<file path="src/rtl/ssd1306_i2c_target.sv">
// SSD1306-compatible I2C write target: ACKs ADDR7, splits control/command/data
// bytes and turns GDDRAM data into page-mode pixel writes for a frame-buffer model.
module ssd1306_i2c_target #(
  parameter logic [6:0]  ADDR7       = 7'h3C,
  parameter int unsigned SYNC_STAGES = 2
) (
  input  logic       clk,
  input  logic       rst_n,
  input  logic       scl_in,
  input  logic       sda_in,
  output logic       sda_oe,
  output logic       byte_valid,
  output logic [7:0] byte_data,
  output logic       byte_dcn,
  output logic       pix_we,
  output logic [2:0] pix_page,
  output logic [6:0] pix_col,
  output logic [7:0] pix_data,
  output logic       disp_on,
  output logic       busy
);

  localparam int unsigned NSYNC = (SYNC_STAGES < 2) ? 2 : SYNC_STAGES;

  typedef enum logic [2:0] {
    ST_IDLE,
    ST_ADDR,
    ST_ADDR_ACK,
    ST_CTRL,
    ST_CTRL_ACK,
    ST_DATA,
    ST_DATA_ACK,
    ST_IGNORE
  } state_t;

  logic [NSYNC-1:0] scl_sync_r;
  logic [NSYNC-1:0] sda_sync_r;
  logic             scl_d_r;
  logic             sda_d_r;
  logic             scl_s;
  logic             sda_s;
  logic             scl_rise_s;
  logic             scl_fall_s;
  logic             start_s;
  logic             stop_s;

  state_t           state_r;
  state_t           state_nxt;
  logic [2:0]       bit_cnt_r;
  logic [2:0]       bit_cnt_nxt;
  logic [6:0]       shift_r;
  logic [6:0]       shift_nxt;
  logic [7:0]       rx_byte_s;
  logic             ack_nxt;
  logic             ctrl_load_s;
  logic             data_done_s;

  logic             co_r;
  logic             dc_r;
  logic [2:0]       page_r;
  logic [6:0]       col_r;
  logic [1:0]       arg_pending_r;

  // Number of argument bytes that follow a multi-byte SSD1306 command.
  function automatic logic [1:0] cmd_arg_count(input logic [7:0] cmd);
    case (cmd)
      8'h20, 8'h81, 8'h8D, 8'hA8, 8'hD3,
      8'hD5, 8'hD9, 8'hDA, 8'hDB: cmd_arg_count = 2'd1;
      8'h21, 8'h22:               cmd_arg_count = 2'd2;
      default:                    cmd_arg_count = 2'd0;
    endcase
  endfunction

  assign scl_s      = scl_sync_r[NSYNC-1];
  assign sda_s      = sda_sync_r[NSYNC-1];
  assign scl_rise_s = scl_s & ~scl_d_r;
  assign scl_fall_s = ~scl_s & scl_d_r;
  assign start_s    = scl_s & scl_d_r & sda_d_r & ~sda_s;
  assign stop_s     = scl_s & scl_d_r & ~sda_d_r & sda_s;
  assign rx_byte_s  = {shift_r, sda_s};

  // Pad synchronizers plus edge-detect stage; idle bus level is high.
  always_ff @(posedge clk or negedge rst_n) begin
    if (!rst_n) begin
      scl_sync_r <= {NSYNC{1'b1}};
      sda_sync_r <= {NSYNC{1'b1}};
      scl_d_r    <= 1'b1;
      sda_d_r    <= 1'b1;
    end else begin
      scl_sync_r <= {scl_sync_r[NSYNC-2:0], scl_in};
      sda_sync_r <= {sda_sync_r[NSYNC-2:0], sda_in};
      scl_d_r    <= scl_s;
      sda_d_r    <= sda_s;
    end
  end

  // Bus FSM next state: bit shifting, address match and ACK handshakes.
  always_comb begin
    state_nxt   = state_r;
    bit_cnt_nxt = bit_cnt_r;
    shift_nxt   = shift_r;
    ack_nxt     = sda_oe;
    ctrl_load_s = 1'b0;
    data_done_s = 1'b0;
    if (start_s || stop_s) begin
      state_nxt   = start_s ? ST_ADDR : ST_IDLE;
      bit_cnt_nxt = 3'd0;
      ack_nxt     = 1'b0;
    end else begin
      case (state_r)
        ST_ADDR, ST_CTRL, ST_DATA: begin
          if (scl_rise_s) begin
            shift_nxt   = rx_byte_s[6:0];
            bit_cnt_nxt = bit_cnt_r + 3'd1;
            if (bit_cnt_r == 3'd7) begin
              case (state_r)
                ST_ADDR: begin
                  state_nxt = ((rx_byte_s[7:1] == ADDR7) && !rx_byte_s[0]) ? ST_ADDR_ACK : ST_IGNORE;
                end
                ST_CTRL: begin
                  state_nxt   = ST_CTRL_ACK;
                  ctrl_load_s = 1'b1;
                end
                default: begin
                  state_nxt   = ST_DATA_ACK;
                  data_done_s = 1'b1;
                end
              endcase
            end else begin
              state_nxt = state_r;
            end
          end else begin
            shift_nxt = shift_r;
          end
        end
        // First SCL fall pulls SDA low, the next one (end of 9th clock) lets go.
        ST_ADDR_ACK, ST_CTRL_ACK, ST_DATA_ACK: begin
          if (scl_fall_s && !sda_oe) begin
            ack_nxt = 1'b1;
          end else if (scl_fall_s) begin
            ack_nxt = 1'b0;
            case (state_r)
              ST_ADDR_ACK: state_nxt = ST_CTRL;
              ST_CTRL_ACK: state_nxt = ST_DATA;
              default:     state_nxt = co_r ? ST_CTRL : ST_DATA;
            endcase
          end else begin
            ack_nxt = sda_oe;
          end
        end
        default: begin
          state_nxt = state_r;
        end
      endcase
    end
  end

  // Bus FSM state, shift register, open-drain ACK drive and busy flag.
  always_ff @(posedge clk or negedge rst_n) begin
    if (!rst_n) begin
      state_r   <= ST_IDLE;
      bit_cnt_r <= 3'd0;
      shift_r   <= 7'd0;
      sda_oe    <= 1'b0;
      busy      <= 1'b0;
    end else begin
      state_r   <= state_nxt;
      bit_cnt_r <= bit_cnt_nxt;
      shift_r   <= shift_nxt;
      sda_oe    <= ack_nxt;
      if (start_s) begin
        busy <= 1'b1;
      end else if (stop_s) begin
        busy <= 1'b0;
      end
    end
  end

  // Control-byte latch, command decode and page-mode pixel pointer.
  always_ff @(posedge clk or negedge rst_n) begin
    if (!rst_n) begin
      co_r          <= 1'b0;
      dc_r          <= 1'b0;
      byte_valid    <= 1'b0;
      byte_data     <= 8'd0;
      byte_dcn      <= 1'b0;
      pix_we        <= 1'b0;
      pix_page      <= 3'd0;
      pix_col       <= 7'd0;
      pix_data      <= 8'd0;
      page_r        <= 3'd0;
      col_r         <= 7'd0;
      arg_pending_r <= 2'd0;
      disp_on       <= 1'b0;
    end else begin
      byte_valid <= 1'b0;
      pix_we     <= 1'b0;
      if (ctrl_load_s) begin
        co_r <= rx_byte_s[7];
        dc_r <= rx_byte_s[6];
      end
      if (data_done_s) begin
        byte_valid <= 1'b1;
        byte_data  <= rx_byte_s;
        byte_dcn   <= dc_r;
        if (dc_r) begin
          // Column wraps 127 -> 0 within the same page.
          pix_we   <= 1'b1;
          pix_page <= page_r;
          pix_col  <= col_r;
          pix_data <= rx_byte_s;
          col_r    <= col_r + 7'd1;
        end else if (arg_pending_r != 2'd0) begin
          arg_pending_r <= arg_pending_r - 2'd1;
        end else if (rx_byte_s[7:4] == 4'h0) begin
          col_r[3:0] <= rx_byte_s[3:0];
        end else if (rx_byte_s[7:3] == 5'b00010) begin
          col_r[6:4] <= rx_byte_s[2:0];
        end else if (rx_byte_s[7:3] == 5'b10110) begin
          page_r <= rx_byte_s[2:0];
        end else if (rx_byte_s == 8'hAF) begin
          disp_on <= 1'b1;
        end else if (rx_byte_s == 8'hAE) begin
          disp_on <= 1'b0;
        end else begin
          arg_pending_r <= cmd_arg_count(rx_byte_s);
        end
      end
    end
  end

endmodule
</file>
<file path="config.mk">
export PLATFORM = sky130hd
export DESIGN_NAME = ssd1306_i2c_target
export DESIGN_NICKNAME = d
export VERILOG_FILES = /design/src/rtl/ssd1306_i2c_target.sv
export SDC_FILE = /design/constraint.sdc
export NUM_CORES = 1
export LEC_CHECK = 0
export CORE_MARGIN = 2
export CORE_UTILIZATION = 47
export DETAILED_ROUTE_END_ITERATION = 16
export PLACE_DENSITY_LB_ADDON = 0.05
export SKIP_LAST_GASP = 1
export SLEW_MARGIN = 10
export SYNTH_ARGS = -nofsm -noshare
export SYNTH_HDL_FRONTEND = slang
export SYNTH_SLANG_ARGS = --single-unit
</file>
<file path="constraint.sdc">
create_clock -name clk -period 4.4 [get_ports clk]
set_input_delay 1.1 -clock clk [delete_from_list [all_inputs] [get_ports clk]]
set_output_delay 1.1 -clock clk [all_outputs]
set_load 0.02 [all_outputs]
</file>
---- Yosys cells after proc, flatten, opt, wreduce, memory -nomap -nowiden ----
Index checks and enable logic that the tools add are counted.
storage, ports and cells
  word-level logic and storage cells ...... 155
  output and inout port bits .............. 32
  bits in latches ......................... 0
  ROM bits ................................ 0
  bits of input ports ..................... 4
  register bits after elaboration ......... 65
  bits in writable memories ............... 0
  memories kept ........................... 0
cells by class
  shift operators ......................... 0
  bitwise operators ....................... 17
  reductions and logical operators ........ 31
  muxes and demuxes ....................... 47
  equality and inequality tests ........... 34
  $mul .................................... 0
  divide/modulo/power cells ............... 0
  magnitude comparators ................... 0
  add/sub/neg operators ................... 3
operator list
  operator                                             count
  equality test 8 bit, second input constant           10
  2-to-1 mux 3 bit                                     12
  equality test 8 x 6 -> 1 bit, second input constant  3
  2-to-1 mux 1 bit                                     22
  case mux 3 bit (2 select lines)                      3
  nonzero test 2 bit                                   8
  2-to-1 mux 7 bit                                     2
  inequality test 2 bit, second input constant         7
  AND reduction 7 bit                                  2
  equality test 3 bit, second input constant           4
  2-to-1 mux 2 bit                                     6
  inequality test 3 bit, second input constant         4
  inverter 1 bit                                       10
  OR reduction 9 bit                                   1
  adder 7 x 1 -> 7 bit, second input constant          1
  AND 1 bit                                            7
  equality test 7 x 6 -> 1 bit, second input constant  1
  equality test 3 x 2 -> 1 bit, second input constant  2
  AND reduction 2 bit                                  3
  AND reduction 3 bit                                  2
  AND reduction 6 bit                                  1
  nonzero test 3 bit                                   2
  OR reduction 3 bit                                   2
  equality test 5 x 2 -> 1 bit, second input constant  1
  13 further kinds                                     16

---- Depth between registers and ports, before layout ----
Gate-level depths: netlist (run 1).
  depth after elaboration ................. 9
  depth in mapped cells ................... 8
  mapped depth without buffers ............ 7

---- Least setup slack after synthesis (run 1) ----
No wires, ideal clock.
  kind .................................... flip-flop to flip-flop
  start ................................... reg bit_cnt_r[0]
  end ..................................... reg disp_on
  cell stages (with the launch flop) ...... 8
  data arrival time ....................... 1.752 ns
  slack ................................... 2.523 ns
  library setup time ...................... 0.125 ns
  cells stage by stage .................... dfrtp_1 -> ha_1 -> ha_1 -> nand4b_4 -> or2_4 -> buf_6 -> nor4_2 -> mux2_2
on the way
  longest elaborated chain between the ends .. 6
ends and longest elaborated chain
  what                                  RTL line  source
  start, declared                       49        logic [2:0] bit_cnt_r;
  start signal, assigned                168       bit_cnt_r <= bit_cnt_nxt;
  equality test 3 bit                   115       if (bit_cnt_r == 3'd7) begin
  2-to-1 mux 1 bit                      115
  2-to-1 mux 1 bit                      112       if (scl_rise_s) begin
  2-to-1 mux 1 bit                      110       case (state_r)
  2-to-1 mux 1 bit                      105       if (start_s || stop_s) begin
  AND reduction 7 bit (no source line)  -
  end signal, assigned                  194       disp_on <= 1'b0;
  end signal, assigned                  222       disp_on <= 1'b1;
  end signal, assigned                  224       disp_on <= 1'b0;
  end, declared                         19        output logic disp_on,
No other way between the ends.
A chain may end at the register's enable or synchronous reset.

---- Final worst setup path (run 1) ----
  start ................................... reg sda_oe
  end ..................................... out sda_oe
RTL lines
  what                    RTL line  source
  start, declared         11        output logic sda_oe,
  start signal, assigned  170       sda_oe <= ack_nxt;
No word-level cell between the ends.

==> results.ini, run 1 <==
[drt]
m1WireLength_um = 3140
met3_wirelength_um = 393
detail-route-antenna-nets = 0
wl_met2_um = 2500
wl_um = 6140
vias = 2174
routed.top_layer = met4
drtPass1Iterations = 4
wire_per_inst_um = 15.9
drc_errors = 0
drtIter0Drc = 209
via_per_inst = 5.63

[timing]
final.setup.tns_ps = 0
drv_slew = 0
finalClockSkew_ps = 8.75
hold_viol_final = 0
worstMarginPinSlew_ps = 1080
setup_viol = 0
max_slew_margin = 0.281
fmax_ghz = 0.403
fin_crit_ps = 2480
timing.final.crit_share = 0.563
rsz0062_at_grt = no

[synth]
synthFlopType = dfrtp_1
synth_area_per_cell_um2 = 11.2
synth_area_leaders = dfrtp_1 (48%), mux2_2 (11%), dfstp_2 (5.2%)
syn_area_um2 = 3060
synth_top_area_share = 0.483
syn_inst = 274
yosysMostFrequentCell = dfrtp_1
synth_common_cells = dfrtp_1 (59), nand2_1 (36), mux2_2 (29), o21ai_0 (16), nor2_1 (11)
ys_ff_latch = 65
ys_seq_area_frac = 0.535
yosysTopAreaCell = dfrtp_1
ys.warnings.count = 0
synth_cell_types = 55
synth-edff-count = 0
syn-num-nets = 281
async_reset_ff_frac = 1.00

[clock_tree]
clk_pin_slew_worst_paths_ps = 70
clockBufferDepth = 2
postCtsHoldBufs = 0
cts_tree = done
cts.sinks = 65
post-cts-setup-buffers = 0
clock_latency_ps = 340
ctsResizeCount = 0
cts-root-buf = clkbuf_8
numCtsBuffers = 9
cts-htree-levels = 3

[global_routing]
grt_usage = 0.188
grt_overflow = 0
antenna_found_initial = 0
grt_pass1_vias = 2074
grt_pass1_wl_um = 10500
grt_max_degree = 50

[worst_setup_path]
cp_max_fo = 4
cpMaxStageDelayCell = clkdlybuf4s50_1
critPathBufInv = 1
critPathMaxStageDelay_ps = 630
cp-end-kind = output port
start_kind = register
critical_path_arrival_ps = 1380
cp_data_required_time_ps = 3300
cp_top_family = buffers and inverters
path_cells = clkdlybuf4s50_1
worstSetupPathType = reg2out

[power_and_ir_drop]
p_leak_nw = 1.72
ir_drop_mv = 0.375
powerDensity_nw_per_um2 = 465
power_mw = 1.70

[run_status]
status = finished, final reports clean

[final_layout]
utilization = 0.579
nets = 311
drive_gt1_frac = 0.210
instances_no_fill = 386
antennaDiodeCount = 0
syn_to_final_growth_pct = 19.7

[placed_design]
placed_cells = 370
port_buffers = 35
dpl.hpwl_um = 4040
globalplace.congestion = 0.846

[floorplanning]
placementRows = 29
initial_core_util = 0.484
die_area_um2 = 7160
die_y_um = 84.6
ios = 36
core_um2 = 6310
die_w_um = 84.6

[min_path]
hold_path.class = reg2reg

[job]
drv_cap = 0

==> placed cells by master (no fill, tap or decap), types with 2 or more instances in the layout <==
cell             instances
or3_1                    2
clkbuf_8                10
o32ai_1                  2
nand4_1                  3
and2_1                   3
ha_1                     3
and3_1                   7
o221a_2                  3
o21ai_0                 16
inv_1                    8
a31oi_1                  6
xnor2_1                  2
nor2_1                  11
dfstp_2                  6
a22o_1                   2
nand2_1                 36
clkdlybuf4s50_1         34
nor3_1                   5
o21bai_1                 2
dfrtp_1                 59
nand3_1                  5
nand4b_1                 4
bufinv_16                3
buf_4                    2
a21oi_1                  4
nor2b_1                  2
clkinv_2                 3
nand3b_1                 6
nor4b_1                  3
mux2_2                  29
nor3b_1                  2
==> per-stage QoR <==
stage	hold slack (ps)	setup slack (ps)	area, um^2
4_1_cts	353	1910	3660
3_5_place_dp	349	2040	3420
5_1_grt	361	1860	3660
6_report	356	1920	3660
2_1_floorplan	345	2520	3060
3_3_place_gp	347	2060	3420
==> worst register-to-register path, stage by stage, from the launching register on <==
cell      delay [ps]
dfrtp_1          360
ha_1             150
ha_1             180
nand4b_4         130
or2_4            360
inv_2            260
nand2_2          370
mux2_1           440
==> cells by family after synthesis <==
logic type / count (synthesis) / synth area share
compound gates: 45 / 0.101
buf+inv: 27 / 0.0426
simple gates: 99 / 0.183
mux: 31 / 0.114
fa+ha+maj: 4 / 0.0156
flops: 65 / 0.535
xor+xnor: 3 / 0.00860
==> sequential cells by signal (all words and copies together), names as in the netlist <==
| register | flops |
|---|---|
| pix_we | 1 |
| pix_data | 8 |
| bit_cnt_r | 3 |
| byte_data | 8 |
| pix_col | 7 |
| byte_valid | 1 |
| pix_page | 3 |
| byte_dcn | 1 |
| shift_r | 7 |
| busy | 1 |
| scl_d_r | 1 |
| page_r | 3 |
| arg_pending_r | 2 |
| disp_on | 1 |
| co_r | 1 |
| scl_sync_r | 2 |
| sda_d_r | 1 |
| state_r | 3 |
| sda_sync_r | 2 |
| col_r | 7 |
| sda_oe | 1 |
| dc_r | 1 |
==> power by group <==
part,total (mW),internal (mW),switching (mW)
registers,0.796,0.657,0.139
logic,0.291,0.141,0.150
clock network,0.613,0.389,0.225
==> final timing paths <==
check	from	end	slack [ps]	cells past startpoint
worst max-delay path	sda_oe$_DFFE_PN0P_	sda_oe	1920	1
worst min-delay path	sda_sync_r[0]$_DFF_PN1_	sda_sync_r[1]$_DFF_PN1_	360	0
worst max register to register	bit_cnt_r[0]$_DFFE_PN0P_	pix_col[6]$_DFFE_PN0P_	2030	7
worst min register to register	sda_sync_r[0]$_DFF_PN1_	sda_sync_r[1]$_DFF_PN1_	360	0
max in group asynchronous	rst_n	scl_sync_r[1]$_DFF_PN1_	2610	2
min in group asynchronous	rst_n	pix_page[0]$_DFFE_PN0P_	950	1
==> per-layer routing <==
metal / vias to the layer above / global-route usage
met4: 0 / 0.0895
met1: 1041 / 0.291
li1: 1047 / -
met2: 76 / 0.251
met3: 10 / 0.0383
met5: - / 0
==> layout make-up <==
class                   instances  area (um^2)
flip-flops and latches         65         1630
clock buffers                  10          138
well taps                      77         96.3
repair buffers                 37          360
inverters                       9         33.8
multi-input cells             182         1290
clock inverters                 6          105
fillers                       564         2660
Power figures use the tool's default switching activity.
==> inputs of run 2 (changes only) <==
clock period = 2.5 ns   (was 4.4 ns; I/O delays follow)
==> run 2 against run 1 <==
Effect of this change:
- hold slack got worse by 55 ps
- flip-flop and latch count stayed put
- count of clock-buffer cells in the layout increased by 1
- final area up 0.10%
- wire length up 2.5%
- core utilization up 0.059 points
- clock skew barely moved
- total power increased by 66%
- sequential share of layout area about the same
==> results.ini, run 2 (synthesized netlist as in run 1, its figures left out) <==
[clock_tree]
post-cts-setup-buffers = 0  ; unchanged
clk_pin_slew_worst_paths_ps = 70  ; about the same
cts_tree = done  ; unchanged
clock_latency_ps = 330  ; was 340 ps
ctsResizeCount = 0  ; unchanged
cts-root-buf = clkbuf_8  ; unchanged
cts-htree-levels = 3  ; unchanged
clockBufferDepth = 2  ; unchanged
postCtsHoldBufs = 0  ; unchanged
numCtsBuffers = 9  ; unchanged
cts.sinks = 65  ; unchanged

[timing]
final.setup.tns_ps = 0  ; unchanged
worstMarginPinSlew_ps = 631  ; was 1080 ps
drv_slew = 0  ; unchanged
rsz0062_at_grt = no  ; unchanged
setup_viol = 0  ; unchanged
fmax_ghz = 0.456
fin_crit_ps = 2190
max_slew_margin = 0.569  ; was 0.281
finalClockSkew_ps = 8.32  ; was 8.75 ps
hold_viol_final = 0  ; unchanged
timing.final.crit_share = 0.877

[final_layout]
largestRegisters = byte_data x8, pix_data x8  ; unchanged
instances_no_fill = 391  ; was 386
final-seq-area_um2 = 1630  ; unchanged
utilization = 0.580  ; was 0.579
syn_to_final_growth_pct = 19.9  ; was 19.7%
antennaDiodeCount = 0  ; unchanged
layout_common_cells = dfrtp_1 (59), nand2_1 (36), clkdlybuf4s50_1 (34), mux2_2 (29), o21ai_0 (16)  ; unchanged
nFillCells = 589  ; was 564
drive_gt1_frac = 0.220  ; was 0.210
multi_input_area_um2 = 1290  ; unchanged
final_common_cell = dfrtp_1  ; unchanged
nets = 316  ; was 311

[min_path]
hold_path.class = in2async  ; was reg2reg

[global_routing]
antenna_found_initial = 0  ; unchanged
grt_pass1_wl_um = 11000  ; was 10500 um
grt_overflow = 0  ; unchanged
grt_pass1_vias = 2126  ; was 2074
grt_max_degree = 66  ; was 50
grt_usage = 0.195  ; was 0.188

[power_and_ir_drop]
ir_drop_mv = 0.515  ; was 0.375 mV
p_leak_nw = 1.72  ; about the same
switchingPower_mw = 0.911  ; was 0.513 mW
p_int_mw = 1.91  ; was 1.19 mW
pwr-share-seq = 0.485  ; was 0.468
combPwrFrac = 0.205  ; was 0.171
power_mw = 2.82  ; was 1.70 mW
powerDensity_nw_per_um2 = 771  ; was 465 nW/um^2
swShare = 0.323  ; was 0.302
p_clk_frac = 0.311  ; was 0.361

[drt]
drc_errors = 0  ; unchanged
drtIter0Drc = 163  ; was 209
detail-route-antenna-nets = 0  ; unchanged
drtPass1Iterations = 4  ; unchanged
vias = 2179  ; was 2174
wl_um = 6290  ; was 6140 um
wire_per_inst_um = 16.1  ; was 15.9 um
via_per_inst = 5.57  ; was 5.63

[job]
drv_cap = 0  ; unchanged

[floorplanning]
initial_core_util = 0.484  ; unchanged
die_w_um = 84.6  ; unchanged
die_y_um = 84.6  ; unchanged
ios = 36  ; unchanged
core_um2 = 6310  ; unchanged
die_area_um2 = 7160  ; unchanged
placementRows = 29  ; unchanged

[worst_setup_path]
worstSetupPathType = reg2reg  ; was reg2out
cp_data_required_time_ps = 2710  ; was 3300 ps
cp_max_fo = 21  ; was 4
critical_path_arrival_ps = 2400  ; was 1380 ps
cp-end-kind = register  ; was output port
start_kind = register  ; unchanged

[placed_design]
globalplace.congestion = 0.864  ; was 0.846
placed_cells = 375  ; was 370
port_buffers = 35  ; unchanged
dpl.hpwl_um = 4170  ; was 4040 um

[run_status]
status = finished, final reports clean  ; unchanged

run 2: changes by cell type in the layout (fill, tap and decap cells not counted), sizes merged:
cell      before  now
buf            3    8
bufinv         3    1
clkbuf        10   11
clkinv         3    2
clkinvlp       0    2
run 2: worst max-delay path, stage by stage (launching register included):
cell	delay [ps]
dfrtp_1	390
ha_1	200
ha_1	210
nand4b_4	120
or2_4	270
inv_2	160
nand2_2	100
buf_4	240
mux2_2	360
run 2: final cells by class:
| type | count | area share |
|---|---|---|
| Clock buffer | 11 | 0.0386 |
| Clock inverter | 5 | 0.0150 |
| Inverter | 9 | 0.00922 |
| Multi-Input combinational cell | 182 | 0.353 |
| Sequential cell | 65 | 0.446 |
| Tap cell | 77 | 0.0263 |
| Timing Repair Buffer | 42 | 0.112 |
run 2: final timing paths:
check / slack (ps) / to / depth (start not counted) / start
max in group asynchronous: 1880 / scl_d_r$_DFF_PN1_ / 2 / rst_n
min in group clk: 360 / sda_sync_r[1]$_DFF_PN1_ / 0 / sda_sync_r[0]$_DFF_PN1_
hold / removal: 300 / pix_col[5]$_DFFE_PN0P_ / 2 / rst_n
setup reg to reg: 310 / pix_data[2]$_DFFE_PN0P_ / 8 / bit_cnt_r[0]$_DFFE_PN0P_
hold reg to reg: 360 / sda_sync_r[1]$_DFF_PN1_ / 0 / sda_sync_r[0]$_DFF_PN1_
setup / recovery: 310 / pix_data[2]$_DFFE_PN0P_ / 8 / bit_cnt_r[0]$_DFFE_PN0P_
run 2: power groups by stage:
stage | clock network (mW) | registers [mW] | logic [mW]
floorplan | 0 | 1.25 | 0.500
global placement | 0 | 1.38 | 0.577
detailed placement | 0 | 1.38 | 0.582
CTS | 0.904 | 1.36 | 0.584
global route | 0.956 | 1.39 | 0.652
finish | 0.877 | 1.37 | 0.578
run 2: through the flow:
step / setup slack, ps / instance area (um^2) / hold slack [ps]
6_report: 307 / 3660 / 301
5_1_grt: 140 / 3660 / 327
2_1_floorplan: 623 / 3060 / 329
4_1_cts: 281 / 3660 / 306
3_3_place_gp: 396 / 3470 / 346
3_5_place_dp: 297 / 3470 / 348
run 2: layer usage:
layer / routed length (um) / GRT usage / vias to the layer above
met2: 2590 / 0.261 / 63
met1: 3240 / 0.299 / 1051
met3: 369 / 0.0619 / 8
met5: 0 / 0 / -
li1: - / - / 1057
met4: 82 / 0.0649 / 0
